--- config.mk ---
export PLATFORM = sky130hd
export DESIGN_NAME = key_debounce
export DESIGN_NICKNAME = d
export VERILOG_FILES = /design/src/rtl/key_debounce.sv
export SDC_FILE = /design/constraint.sdc
export NUM_CORES = 1
export LEC_CHECK = 0
export BUFFER_PORTS_ARGS = -buffer_cell sky130_fd_sc_hd__buf_4
export CAP_MARGIN = 10
export CELL_PAD_IN_SITES_DETAIL_PLACEMENT = 1
export CELL_PAD_IN_SITES_GLOBAL_PLACEMENT = 1
export CORE_MARGIN = 2
export CORE_UTILIZATION = 41
export CTS_CLUSTER_DIAMETER = 200
export DETAILED_ROUTE_END_ITERATION = 16
export PLACE_DENSITY = 0.78
export SYNTH_ARGS = -nofsm -noshare
export SYNTH_HDL_FRONTEND = slang
export SYNTH_SLANG_ARGS = --single-unit
export TNS_END_PERCENT = 50
--- constraint.sdc ---
create_clock -name clk -period 2.55 [get_ports clk]
set_clock_uncertainty 0.2 [all_clocks]
set_input_delay 0.51 -clock clk [delete_from_list [all_inputs] [get_ports clk]]
set_output_delay 0.51 -clock clk [all_outputs]
set_load 0.01 [all_outputs]
--- src/rtl/key_debounce.sv ---
// key_debounce: 2-flop synchronized, four-state debouncer for an active-low key with press/release strobes.
// Define KEY_DEBOUNCE_LONG_PRESS_EN to add the long-press hold counter and long_pulse strobe.
module key_debounce #(
  parameter int DEBOUNCE_CYCLES = 1_000_000,
  parameter int LONG_CYCLES = 50_000_000
) (
  input  logic clk,
  input  logic rst,
  input  logic key_n,
  output logic key_level,
  output logic press_pulse,
  output logic release_pulse,
  output logic long_pulse
);
  typedef enum logic [1:0] {IDLE, DB_PRESS, HELD, DB_RELEASE} state_t;
  localparam logic [23:0] DB_LAST = 24'(DEBOUNCE_CYCLES - 1);
  state_t r_state, w_next;
  logic [1:0] r_sync;
  logic [23:0] r_cnt, w_cnt;
  logic w_s_key_n, w_db_done, w_debouncing, w_level, w_press, w_release, w_long;
  assign w_s_key_n = r_sync[1];
  assign w_db_done = r_cnt == DB_LAST;
  assign w_debouncing = r_state == DB_PRESS || r_state == DB_RELEASE;
  always_ff @(posedge clk) begin
    if (rst) begin
      r_sync <= 2'b11;
      r_state <= IDLE;
      r_cnt <= '0;
      {key_level, press_pulse, release_pulse, long_pulse} <= '0;
    end else begin
      r_sync <= {r_sync[0], key_n};
      r_state <= w_next;
      r_cnt <= w_cnt;
      {key_level, press_pulse, release_pulse, long_pulse} <= {w_level, w_press, w_release, w_long};
    end
  end
  always_comb begin
    w_next = r_state;
    case (r_state)
      IDLE:       w_next = w_s_key_n ? IDLE : DB_PRESS;
      DB_PRESS:   w_next = w_s_key_n ? IDLE : (w_db_done ? HELD : DB_PRESS);
      HELD:       w_next = w_s_key_n ? DB_RELEASE : HELD;
      DB_RELEASE: w_next = !w_s_key_n ? HELD : (w_db_done ? IDLE : DB_RELEASE);
      default:    w_next = IDLE;
    endcase
  end
  always_comb begin
    w_press = r_state == DB_PRESS && w_next == HELD;
    w_release = r_state == DB_RELEASE && w_next == IDLE;
    w_level = w_next == HELD || w_next == DB_RELEASE;
    // counter restarts on any state change and saturates at the accept value
    w_cnt = (w_next != r_state || !w_debouncing) ? '0 : r_cnt + {23'd0, !w_db_done};
  end
`ifdef KEY_DEBOUNCE_LONG_PRESS_EN
  localparam logic [25:0] LONG_LAST = 26'(LONG_CYCLES - 1);
  localparam logic [25:0] LONG_SAT = 26'(LONG_CYCLES);
  logic [25:0] r_hold;
  logic w_holding;
  assign w_holding = r_state == HELD || r_state == DB_RELEASE;
  assign w_long = w_holding && r_hold == LONG_LAST;
  // parks one past the fire value so the strobe cannot repeat until the next press
  always_ff @(posedge clk) begin
    if (rst) r_hold <= '0;
    else if (w_press) r_hold <= '0;
    else if (w_holding && r_hold != LONG_SAT) r_hold <= r_hold + 26'd1;
  end
`else
  // LONG_CYCLES is always >= 1, so this is a constant 0
  assign w_long = LONG_CYCLES < 1;
`endif
endmodule

==> results of run 1 <==
worst paths after layout:
| path | slack, ns | start | endpoint | cells past startpoint |
|---|---|---|---|---|
| worst max-delay path | 0.06 | r_cnt[21]$_SDFF_PP0_ | r_cnt[8]$_SDFF_PP0_ | 11 |
| worst min register to register | 0.24 | r_sync[0]$_SDFF_PP1_ | r_sync[1]$_SDFF_PP1_ | 1 |
| worst min-delay path | 0.17 | key_n | r_sync[0]$_SDFF_PP1_ | 2 |
| worst max register to register | 0.06 | r_cnt[21]$_SDFF_PP0_ | r_cnt[8]$_SDFF_PP0_ | 11 |
power by group:
group	total, mW	switching, mW	leakage (nW)	internal, mW
Sequential	0.487	0.00144	0.251	0.486
Combinational	0.00855	0.00403	0.240	0.00452
Clock	0.406	0.174	0.0482	0.232
Total	0.902	0.180	0.539	0.722
stage by stage:
step | TNS [ns] | utilization (%) | hold WS (ns) | instances | power [mW]
6_report | 0 | 55.9 | 0.165 | 224 | 0.902
5_1_grt | -0.514 | 55.9 | 0.136 | 224 | 0.938
4_1_cts | 0 | 55.0 | 0.148 | 224 | 0.910
3_5_place_dp | -0.491 | 51.1 | 0.235 | 215 | 0.507
3_3_place_gp | 0 | 51.1 | 0.209 | 215 | 0.506
2_1_floorplan | 0 | - | 0.189 | 150 | 0.503
cells in the final DEF, fill, tap and decap left out, types with 3 or more instances in the layout:
cell type and instances:
mux2i_1 3, xnor2_1 10, o31ai_1 5, a21oi_1 9, inv_1 4, nand3_1 9
dfxtp_1 30, nor4_1 6, buf_4 26, clkbuf_4 5, or4_1 6, nor3_1 4
xor2_1 5, nand4_1 8, nor2_1 16, nand2_1 4
cells in the mapped netlist, drive strengths merged:
| cell | n | area [um2] |
|---|---|---|
| dfxtp | 31 | 621 |
| nor2 | 17 | 63.8 |
| nand3 | 10 | 55.1 |
| xnor2 | 10 | 87.6 |
| a21oi | 9 | 45.0 |
| nand4 | 8 | 50.1 |
| nor4 | 7 | 43.8 |
| or4 | 6 | 45.0 |
| o31ai | 5 | 37.5 |
| xor2 | 5 | 43.8 |
| inv | 4 | 15.0 |
| nand2 | 4 | 15.0 |
| nor3 | 4 | 20.0 |
| and3 | 3 | 20.0 |
| mux2i | 3 | 30.0 |
| nor4b | 3 | 26.3 |
| o21ai | 3 | 15.0 |
| and4 | 2 | 17.5 |
| buf | 2 | 12.5 |
| clkbuf | 2 | 7.51 |
| ha | 2 | 25.0 |
| nand2b | 2 | 12.5 |
| nor3b | 2 | 15.0 |
| or2 | 2 | 12.5 |
| a31oi | 1 | 6.26 |
| conb | 1 | 3.75 |
| nor4bb | 1 | 10.0 |
| or3 | 1 | 7.51 |
worst register-to-register path, stage by stage, from the launching register on:
cell,delay (ns)
dfxtp_1,0.36
nor4_1,0.33
nand4_1,0.25
nor2_2,0.18
inv_1,0.11
ha_4,0.19
ha_4,0.17
nand4_1,0.09
buf_4,0.19
nor2_1,0.08
xnor2_1,0.17
nor2_1,0.06
cell type report:
cell class	instances	area, um2	share of cell area (%)
clock inverter	2	35.0	2.02
multi-input combinational	111	761	43.9
clock buffer	6	51.3	2.96
sequential	31	622	35.9
tap	44	55.1	3.17
timing repair buffer	26	195	11.3
inverter	4	15.0	0.866
flip-flops by register name (all words and copies together), names as in the netlist:
name and cells:
r_cnt 24, r_state 2, r_sync 2, key_level 1
press_pulse 1, release_pulse 1
layer usage:
| layer | vias to the layer above | GRT usage [%] | wire, um | part of all wire [%] |
|---|---|---|---|---|
| li1 | 607 | - | - | - |
| met1 | 601 | 26.2 | 1570 | 43 |
| met2 | 15 | 38.9 | 1920 | 52 |
| met3 | 10 | 7.56 | 117 | 3.2 |
| met4 | 0 | 8.81 | 76 | 2.1 |
| met5 | - | 0 | 0 | 0 |
cell families (layout without fill, tap and decap cells):
logic type      after synthesis  after routing  synth area share (%)
fa+ha+maj                     2              2                  1.83
other cells                   1              1                 0.275
xor+xnor                     15             15                  9.63
simple gates                 72             72                  30.4
compound gates               18             18                  7.61
buf+inv                       8             38                  2.57
flops                        31             31                  45.5
mux                           3              3                  2.20
timing repair:
item | CTS | global route
resized for setup | 6 | 4
endpoints found under the setup margin | 11 | 11
hold endpoints to repair | 0 | 0
setup buffers | 1 | 0
pin swaps | 2 | 1
==> impl_metrics.tcl, run 1 <==
set metrics [dict create \
    cts_tree "built" \
    drv_cap 0 \
    peakVddDrop_v 0.000387 \
    area.growth.synth_to_final_pct 27.2 \
    arrival_ns 2.51 \
    grt_overflow_total 0 \
    endpoint_kind "flip-flop" \
    min_period_over_period_pct 97.7 \
    max_slew_margin_pct 59.3 \
    post-place-ws_ns -0.110 \
    clkTransAtPathRegs_ns 0.11 \
    vias 1233 \
    grt_usage_pct 22.8 \
    clock_latency_ns 0.34 \
    cpPeakStageDelay_ns 0.36 \
    rows 20 \
    syn_inst 150 \
    syn_area_um2 1360 \
    htree_num_levels 2 \
    rsz0062_at_grt "yes" \
    dpl-instance-area_um2 1590 \
    wirelength_mm 3.69 \
    drt_iter0_markers 23 \
    synth.avg_cell_area_um2 9.09 \
    required_ns 2.57 \
    synth_cell_types 32 \
    dieArea_um2 3800 \
    clockRootBuffer "clkbuf_4" \
    ys_warn_count 0 \
    port_buffers 5 \
    core-area_um2 3100 \
    cts_made_buffers 5 \
    crit_type "reg -> reg" \
    fmax_ghz 0.402 \
    synth-seq-cells 31 \
    crit_buf_inv 2 \
    status "finished clean" \
    syn_nets 155 \
    report.final.slew_viol_count 0 \
    power_leakage_nw 0.539 \
    fillers 386 \
    worst_slew_pin_slew_ns 0.609 \
    cp_top_family "simple AND/OR/NAND/NOR gates" \
    drive_above_1_share_pct 26.1 \
    io_pins 7 \
    wl_per_cell_um 16.5 \
    ys_seq_area_share_pct 45.5 \
    antenna_cells 0 \
    grt_pass1_wl_mm 6.04 \
    via_per_inst 5.50 \
    worst_slack_ns 0.0594 \
    finalHoldViolations 0 \
    die_w_um 61.7 \
    worstPathMaxFanout 12 \
    start_kind "flip-flop" \
    crit_slowest_cell "dfxtp_1" \
    hold_class "in -> reg" \
    grt_pass1_vias 1244 \
    cts_num_sinks 31 \
    hpwl_mm 2.56 \
    drc 0 \
    gp_congestion 0.783 \
    period_needed_ns 2.49 \
    start_util_pct 44.0 \
    drt-pass1-iter-count 4 \
    die_h_um 61.7 \
    cts_buffer_depth 2 \
    grt_max_degree 20 \
    finish.instance_area_um2 1730 \
    crit_chain "nor4_1 > nand4_1 > nor2_2 > inv_1 > ha_4 > ha_4 > nand4_1 > buf_4 > nor2_1 > xnor2_1 > nor2_1" \
    cts_hold_buf 0 \
    antenna_found_initial 0 \
    drtAntennaViolNets 0 \
    fin_nets 184 \
    power_density_nw_per_um2 520 \
    finalSetupViolations 0 \
]
(Power assumes the default switching activity.)
==> inputs of run 2 (changes only) <==
- CORE_ASPECT_RATIO: not set -> 0.5
==> run 2 against run 1 <==
Effect of this change: clock-buffer cell count did not move; critical path depth fell by 1; final cell count rose by 0.89%; sequential power barely moved; register-to-register slack improved by 0.04 ns; setup slack improved by 0.041 ns; flip-flop and latch count did not move; clock power rose by 14%; die area rose by 0.73%; first-iteration DRC count rose by 43%; via count rose by 1.8%; critical endpoint is now r_cnt[20]$_SDFF_PP0_; largest cell class unchanged.
==> impl_metrics.tcl, run 2 (same netlist as run 1, synthesis figures left out) <==
set metrics [dict create \
    vias 1255 \
    worstPathMaxFanout 7 \
    arrival_ns 2.46 \
    rows 14 \
    min_period_over_period_pct 96.1 \
    hpwl_mm 2.72 \
    power_leakage_nw 0.579 \
    power.switching_mw 0.182 \
    status "finished clean" \
    gp_congestion 0.807 \
    power_density_nw_per_um2 535 \
    cts_made_buffers 5 \
    endpoint_kind "flip-flop" \
    grt_overflow_total 0 \
    finalSetupTns_ns 0 \
    peakVddDrop_v 0.000326 \
    period_needed_ns 2.45 \
    wirelength_mm 3.70 \
    top_register "r_cnt" \
    drc 0 \
    finalCoreUtilization_pct 58.1 \
    switching_share_pct 19.0 \
    power.internal_mw 0.777 \
    finalSetupViolations 0 \
    cts_buffer_depth 2 \
    finish.instance_area_um2 1790 \
    grt_max_degree 12 \
    clock_latency_ns 0.28 \
    fin_nets 191 \
    antenna_cells 0 \
    start_util_pct 44.2 \
    drv_cap 0 \
    via_per_inst 5.55 \
    dpl-instance-area_um2 1630 \
    area.growth.synth_to_final_pct 31.3 \
    hold_class "reg -> reg" \
    core-area_um2 3080 \
    die_w_um 85.6 \
    cts_tree "built" \
    power_frac_clock_pct 48.3 \
    fillers 349 \
    io_pins 7 \
    crit_type "reg -> reg" \
    largest_reg_flops 24 \
    finalHoldViolations 0 \
    cts_hold_buf 0 \
    cts_num_sinks 31 \
    final_cell_mix "buf_4 (32), dfxtp_1 (27), nor2_1 (17)" \
    antenna_found_initial 0 \
    clkTransAtPathRegs_ns 0.06 \
    grt_pass1_wl_mm 6.05 \
    fmax_ghz 0.408 \
    drive_above_1_share_pct 29.0 \
    wl_per_cell_um 16.4 \
    dieArea_um2 3830 \
    clockRootBuffer "clkbuf_8" \
    required_ns 2.56 \
    drtAntennaViolNets 0 \
    p_comb_share_pct 0.9 \
    reg2reg_depth 10 \
    report.final.slew_viol_count 0 \
    grt_pass1_vias 1286 \
    grt_usage_pct 21.3 \
    seqPwrFrac_pct 50.8 \
    drt-pass1-iter-count 6 \
    hold_depth 1 \
    die_h_um 44.8 \
    start_kind "flip-flop" \
    reg.largest.list "r_cnt: 24 flops, r_state: 2 flops, r_sync: 2 flops" \
    drt_iter0_markers 33 \
    final_common_cell "buf_4" \
    port_buffers 5 \
    htree_num_levels 2 \
]
==> run 2: changes by cell type in the layout (fill, tap and decap cells not counted), sizes merged <==
cell,before,now
buf,26,33
clkinv,1,0
==> run 2: final timing paths <==
path	slack [ns]	start	to
setup / recovery	0.10	r_cnt[21]$_SDFF_PP0_	r_cnt[20]$_SDFF_PP0_
setup reg to reg	0.10	r_cnt[21]$_SDFF_PP0_	r_cnt[20]$_SDFF_PP0_
hold / removal	0.21	r_sync[0]$_SDFF_PP1_	r_sync[1]$_SDFF_PP1_
hold reg to reg	0.21	r_sync[0]$_SDFF_PP1_	r_sync[1]$_SDFF_PP1_
==> run 2: repair_timing <==
| item | in CTS | in global routing |
|---|---|---|
| gates cloned | 0 | 0 |
| pin swaps | 0 | 2 |
| endpoints found under the setup margin | 3 | 15 |
| gates resized for setup | 1 | 12 |
| buffers inserted | 0 | 1 |
==> run 2: per-stage QoR <==
stage	hold slack, ns	instances	setup slack [ns]	power, mW
finish	0.209	226	0.101	0.959
detailed placement	0.194	218	0.0114	0.507
global route	0.206	226	-0.00113	0.993
floorplan	0.189	150	0.0207	0.503
global placement	0.192	218	0.119	0.506
CTS	0.210	225	0.0409	0.964
==> run 2: layer usage <==
layer  vias to the layer above  global-route usage [%]  part of all wire [%]
met1                       613                    25.8                    47
li1                        620                       -                     -
met5                         -                       0                     0
met4                         0                    6.67                  0.97
met3                         7                    5.48                   2.5
met2                        15                    38.4                    50
==> run 2: critical path: stages, from the launching register on <==
cell and delay, ns:
dfxtp_1 0.39, nor4_1 0.09, nand4_1 0.13, nor2_1 0.08, inv_1 0.09, ha_2 0.20, ha_2 0.19, nand4_1 0.24
buf_6 0.23, or4_1 0.39, a21oi_1 0.15
==> run 2: cell type report <==
type	count	area, um2	area share, %
repair buffers	33	251	14.0
clock inverters	1	30.0	1.68
multi-input cells	111	746	41.6
flip-flops and latches	31	626	34.9
well taps	40	50.0	2.80
clock buffers	6	72.6	4.05
inverters	4	15.0	0.839
==> run 2: power by group through the flow <==
stage                     Clock, mW  Sequential, mW  Combinational, mW
after floorplan                   0           0.498            0.00533
after global placement            0           0.498            0.00813
after detailed placement          0           0.498            0.00862
after CTS                     0.468           0.487            0.00869
after global routing          0.496           0.487            0.00955
final                         0.463           0.487            0.00863
